### config.mk
export PLATFORM = sky130hd
export DESIGN_NAME = fa_bist
export DESIGN_NICKNAME = d
export VERILOG_FILES = /design/src/rtl/fa_bist_pkg.sv /design/src/rtl/fa_bist_fa.sv /design/src/rtl/fa_bist.sv
export SDC_FILE = /design/constraint.sdc
export NUM_CORES = 1
export LEC_CHECK = 0
export BUFFER_PORTS_ARGS = -buffer_cell sky130_fd_sc_hd__buf_2
export CORE_MARGIN = 2
export CORE_UTILIZATION = 25
export DETAILED_ROUTE_END_ITERATION = 10
export PLACE_DENSITY = 0.41
export SETUP_SLACK_MARGIN = 0.1
export SLEW_MARGIN = 20
export SYNTH_ARGS = -nofsm -noshare
export SYNTH_HDL_FRONTEND = slang
export SYNTH_SLANG_ARGS = --single-unit
### constraint.sdc
create_clock -name clk -period 2.5 [get_ports clk]
set_clock_uncertainty 0.15 [all_clocks]
set_input_delay 0.125 -clock clk [delete_from_list [all_inputs] [get_ports clk]]
set_output_delay 0.125 -clock clk [all_outputs]
set_load 0.01 [all_outputs]
### src/rtl/fa_bist_pkg.sv
// Shared types and constants for the full-adder BIST controller.
package fa_bist_pkg;
  typedef enum logic [1:0] {IDLE, RUN, DONE} state_t;
  localparam int NUM_VECTORS = 8;
  localparam int VEC_W       = $clog2(NUM_VECTORS);
  localparam int ERR_W       = 4;
endpackage

### src/rtl/fa_bist_fa.sv
// One-bit full adder; serves as the BIST golden model.
module fa (
  input  logic a,
  input  logic b,
  input  logic ci,
  output logic s,
  output logic co
);
  assign s  = a ^ b ^ ci;
  assign co = (a & b) | (ci & (a ^ b));
endmodule

### src/rtl/fa_bist.sv
// Exhaustive 8-vector BIST for an external full adder. Each vector dwells for
// SETTLE_CYCLES clocks and is checked on the edge that drives the next one.
module fa_bist
  import fa_bist_pkg::*;
#(
  parameter int SETTLE_CYCLES = 4
) (
  input  logic             clk,
  input  logic             rst,
  input  logic             start,
  output logic             a,
  output logic             b,
  output logic             c,
  input  logic             s,
  input  logic             co,
  output logic             busy,
  output logic             done,
  output logic             pass,
  output logic [ERR_W-1:0] err_cnt,
  output logic             fail_valid,
  output logic [VEC_W-1:0] first_fail_vec
);
  localparam int DW = 8;

  state_t           state_q, state_d;
  logic [VEC_W-1:0] v_q;
  logic [DW-1:0]    dwell_q;
  logic             g_s, g_co;
  logic             settled, last_chk, accept, mismatch;

  fa u_gold (.a(a), .b(b), .ci(c), .s(g_s), .co(g_co));

  assign {a, b, c}  = v_q;
  assign settled    = dwell_q == DW'(SETTLE_CYCLES - 1);
  assign last_chk   = (state_q == RUN) && settled && (v_q == VEC_W'(NUM_VECTORS - 1));
  // start is only honoured outside a running pass
  assign accept     = (state_q != RUN) && start;
  assign mismatch   = {co, s} != {g_co, g_s};

  always_ff @(posedge clk) begin
    if (rst) state_q <= IDLE;
    else     state_q <= state_d;
  end

  always_comb begin
    state_d = state_q;
    case (state_q)
      IDLE, DONE: if (start)    state_d = RUN;
      RUN:        if (last_chk) state_d = DONE;
      default:                  state_d = IDLE;
    endcase
  end

  always_comb begin
    busy = 1'b0;
    done = 1'b0;
    pass = 1'b0;
    case (state_q)
      RUN:  busy = 1'b1;
      DONE: begin
        done = 1'b1;
        pass = err_cnt == '0;
      end
      default: ;
    endcase
  end

  always_ff @(posedge clk) begin
    if (rst) begin
      v_q            <= '0;
      dwell_q        <= '0;
      err_cnt        <= '0;
      fail_valid     <= 1'b0;
      first_fail_vec <= '0;
    end else if (accept) begin
      v_q            <= '0;
      dwell_q        <= '0;
      err_cnt        <= '0;
      fail_valid     <= 1'b0;
      first_fail_vec <= '0;
    end else if (state_q == RUN) begin
      if (settled) begin
        dwell_q <= '0;
        if (mismatch) begin
          err_cnt <= err_cnt + 1'b1;
          if (!fail_valid) begin
            fail_valid     <= 1'b1;
            first_fail_vec <= v_q;
          end
        end
        // vector 7 stays on a,b,c through DONE
        if (!last_chk) v_q <= v_q + 1'b1;
      end else begin
        dwell_q <= dwell_q + 1'b1;
      end
    end
  end
endmodule

# Word level (Yosys, flattened, before mapping)
# Cells that the tools add are included.
[op_classes]
add_sub_neg = 3
n_eq_ne = 8
mux = 7
bitwise = 7
n_reduce_logical = 11
[op_table]
columns = ["op", "count"]
rows = [
  ["8-bit by 1-bit adder with 8-bit output, second input constant", 1],
  ["8-bit by 2-bit equality test with 1-bit output, second input constant", 1],
  ["8-bit 2-to-1 mux", 1],
  ["3-bit AND reduction", 2],
  ["4-bit by 1-bit adder with 4-bit output, second input constant", 1],
  ["4-bit logical NOT", 1],
  ["2-bit 2-to-1 mux", 2],
  ["2-bit inequality test, second input constant", 2],
  ["2-bit case mux with 2 select lines", 1],
  ["4-bit AND reduction", 1],
  ["2-bit OR reduction", 2],
  ["3-bit by 1-bit adder with 3-bit output, second input constant", 1],
  ["3-bit equality test, second input constant", 1],
  ["1-bit logical AND", 3],
  ["1-bit 2-to-1 mux", 3],
  ["1-bit AND", 2],
  ["2-bit by 1-bit equality test with 1-bit output, second input constant", 1],
  ["2-bit equality test, second input constant", 1],
  ["2-bit logical NOT", 1],
  ["2-bit by 1-bit inequality test with 1-bit output, second input constant", 1],
  ["2-bit inequality test", 1],
  ["1-bit NOT", 2],
  ["2-bit AND reduction", 1],
  ["1-bit XOR", 2],
  ["1-bit OR", 1],
]
[totals]
register_bits = 21
in_bits = 5
out_inout_bits = 14
elab_cells = 42

# Depth between registers and ports, before layout
[logic_depth]
word_depth = 5
ltp_mapped = 6
mapped_depth_nobuf = 6

# Hierarchy
# A second synthesis with hierarchy kept.
[hier_totals]
cells_unflattened = 112
hier_area_um2 = 1064.8
[by_module_without_submodules]
columns = ["module", "n_inst", "cells_each", "area_per_inst_um2", "seq_area_each_um2"]
rows = [
  ["fa_bist", 1, 111, 1044.8, 420.4],
  ["fa", 1, 1, 20.0, 0.0],
]

# Least setup slack after synthesis
# OpenSTA, ideal clock, no wires.
[synth_path]
path_kind = "register to register"
start = "register v_q[2]"
end = "register err_cnt[3]"
setup_ns = 0.070
t_arrival_ns = 1.853
required_ns = 2.280
setup_slack_ns = 0.427
stages_incl_launch_ff = 7
n_path_buf = 0
synth_period_minus_slack_ns = 2.073
path_cell_list = "dfxtp_1 inv_1 fa_1 xnor2_1 nor2_1 or4_1 a21oi_1"
[synth_via]
elab_chain_len = 5
elab_cells_between_ends = 7
cone_classes = "eq/ne (1); bitwise (5); reduce/logical (1)"
[synth_lines]
columns = ["element", "line", "text"]
rows = [
  ["start: declaration", "fa_bist.sv:26", "logic [VEC_W-1:0] v_q;"],
  ["start signal: assignment", "fa_bist.sv:92", "if (!last_chk) v_q <= v_q + 1'b1;"],
  ["1-bit XOR", "fa_bist_fa.sv:9, fa_bist_fa.sv:10", ""],
  ["1-bit AND", "fa_bist_fa.sv:10", "assign co = (a & b) | (ci & (a ^ b));"],
  ["1-bit OR", "fa_bist_fa.sv:10", ""],
  ["2-bit inequality test (*)", "fa_bist.sv:38", "assign mismatch = {co, s} != {g_co, g_s};"],
  ["3-bit AND reduction (no source line) (*)", "-", ""],
  ["end signal: assignment", "fa_bist.sv:85", "err_cnt <= err_cnt + 1'b1;"],
  ["end: declaration", "fa_bist.sv:19", "output logic [ERR_W-1:0] err_cnt,"],
]
# Every way passes the cells marked *; elsewhere a longest branch is shown, timed or not.
# A chain may end at the register's enable or synchronous reset.

# Worst setup path in the final report
# Ends and elaborated chain as after synthesis.

==> metrics.txt <==
initial drt markers=24; fin crit period=2112 ps; Fin. Hold Viols=0; max_cap viols=0; CP Max Fanout=6; FF-to-FF End=err_cnt[3]$_SDFFE_PP0P_; DRC=0; power per cell area=487.8 nW/um2; metal2 WL=932 um; Horiz. Die Dim=68.30 um; Ports=19; syn avg cell area=8.987 um2; Clock Sinks=21; slowest CP cell=fa_1; worst hold path class=input port to flop; remaining antenna violation count=0; top sig layer=met4; root buf cell=clkbuf_8; number of global-route vias before repair=802; clock share of power=37.5%; sw power=0.1380 mW; Via density=4.417; Worst-path clk slew=80 ps; Hold Buf Count CTS=1; Data arrival, critical path=2160 ps; CP cell instances=inv_1 -> fa_1 -> xnor2_1 -> nor2_1 -> or4_1 -> a21oi_1; hold path cells=3; Setup Viol. Count Final=0; routed metal-1 wirelength=1.077 mm; Seq pwr share=56.5%; Initial Utilization=25.84%; crit path to=err_cnt[3]$_SDFFE_PP0P_; peak supply drop=0.0001660 V; Post-Syn Area=1033 um2; CP required=2550 ps; Yosys cell types=32; P_leak=0.4724 nW; DP Wirelength=1.658 mm; Post-CTS Setup Bufs=0; Final #Nets=149; asr flop ratio synth=0%; remaining global-route overflow=0; combinational power share=6.1%; Seq/Total Area, Yosys=40.68%; Syn. warnings=0; CTS Buffer Depth=2; First-pass DRT Iterations=4; Main synth FF type=dfxtp_1; Post-synth EDFFs=0; crit end category=flop; Die Y=68.30 um; DIE AREA=4664 um2; placer congestion estimate=0.7469; GRT Total Usage=10.63%; post_cts resized=0; Worst R2R Path Depth=6; Rel. slew slack=66.52%; flops & latches, synth=21; RSZ-0062 raised after global routing=false; FP Rows=23; sw frac=22.95%; fmax=473.5 MHz; PortBufs=18; H-tree Lvls=1; TritonCTS buffer count=3; r2r setup slk=390 ps; DR vias=826; met3 wire len=72 um; Int Power=0.4632 mW; initial antenna violation count=0; Slew Limit Fails=0; crit path kind=flop to flop; Fill cells=432; setup TNS after final layout=0 ps; type of origin of the critical path=flop; core area=4000 um2; period utilisation layout=84.48%; n_diodes=0; worst slew pin tran=502.2 ps; global-route wire length before repair=3.657 mm; status=finished, final reports clean; CTS tree=done; final WL=2.115 mm; Post-Synthesis Cells=115; Area Overhead vs Synth=19.25%; worst skew pair latency=260 ps; syn_nets=126; crit-path max cell delay=550 ps; pin count of the biggest net entering global routing=13; Routed wire per std cell=11.31 um; crit path launch=v_q[2]$_SDFFE_PP0P_; RR Startpoint=v_q[2]$_SDFFE_PP0P_; final instance area=1232 um2; layout cell share with drive strength beyond 1=18.98%; area post-placement=1177 um2
==> logic make-up (layout without fill, tap and decap cells) <==
family	after synthesis	count (layout)	share of synthesized area, %
adder cells (fa/ha/maj)	6	6	7.990
multiplexers	6	6	5.811
AO/OA/AOI/OAI	14	14	8.233
XOR/XNOR	9	9	7.628
AND/OR/NAND/NOR	48	48	24.82
flip-flops	21	21	40.68
buffers and inverters	11	33	4.842
==> cell usage in the layout, fill, tap and decap left out, types with 2 or more instances in the layout <==
master and count:
mux2i_1 6, xor2_1 3, clkbuf_8 3, or4_1 3, nand3_1 3, buf_2 18, nor2_1 14, xnor2_1 6
inv_1 8, nand4_1 2, dfxtp_1 21, ha_1 5, a21oi_1 5, nand2_1 17, o21ai_0 2, nor3_1 2
==> how the worst min path moves through the flow <==
stage | from | slack [ps] | end
floorplan | rst | 50 | state_q[1]$_SDFFE_PP0P_
global placement | rst | 190 | state_q[1]$_SDFFE_PP0P_
detailed placement | rst | 190 | state_q[1]$_SDFFE_PP0P_
CTS | start | 10 | state_q[0]$_SDFFE_PP0P_
global route | start | 30 | state_q[0]$_SDFFE_PP0P_
finish | start | 20 | state_q[0]$_SDFFE_PP0P_
==> routing by layer <==
metal  GRT usage (%)  up-vias
met5               0        -
met4           4.500        0
met3           2.467        4
met2           15.66       13
met1           14.76      376
li1                -      433
==> synth_stat cells (2+ instances only) <==
master   instances  area share (%)
a21oi_1          5             2.4
dfxtp_1         21              41
ha_1             5             6.1
inv_1            8             2.9
mux2i_1          6             5.8
nand2_1         17             6.2
nand3_1          3             1.5
nand4_1          2             1.2
nor2_1          14             5.1
nor3_1           2            0.97
o21ai_0          2            0.97
or4_1            3             2.2
xnor2_1          6             5.1
xor2_1           3             2.5
==> through the flow <==
stage | power, mW | std cells | hold slack [ps] | worst slack (ps) | util, %
3_3_place_gp | 0.3820 | 182 | 186.7 | 425.2 | 29.43
3_5_place_dp | 0.3829 | 182 | 189.6 | 398.4 | 29.43
5_1_grt | 0.6262 | 187 | 31.06 | 242.2 | 30.81
2_1_floorplan | 0.3693 | 115 | 46.87 | 426.9 | -
4_1_cts | 0.6112 | 187 | 13.61 | 377.6 | 30.81
6_report | 0.6011 | 187 | 17.85 | 388.0 | 30.81
==> power groups by stage <==
stage	Sequential, mW	Clock [mW]	Combinational, mW
2_1_floorplan	0.347	0	0.0223
3_3_place_gp	0.347	0	0.0346
3_5_place_dp	0.348	0	0.0353
4_1_cts	0.340	0.235	0.0368
5_1_grt	0.340	0.245	0.0413
6_report	0.340	0.225	0.0364
==> cell type report <==
type	count	area, um2	share of cell area (%)
clock buffer	4	45.04	3.655
inverter	9	33.78	2.741
multi-input combinational	83	563.0	45.69
sequential	21	420.4	34.11
tap	50	62.56	5.076
timing repair buffer	20	107.6	8.731
==> registers in the layout, indices dropped and copies added, names as in the netlist <==
name,flops
fail_valid,1
first_fail_vec,3
v_q,3
state_q,2
err_cnt,4
dwell_q,8
==> critical path: cells and delay by family (launching register included) <==
family / cells / cell delay [ps]
fa+ha+maj: 1 / 550
flops: 1 / 380
xor+xnor: 1 / 130
compound gates: 1 / 140
simple gates: 2 / 620
buf+inv: 1 / 80
No activity file was read; power rests on OpenSTA's default activity.
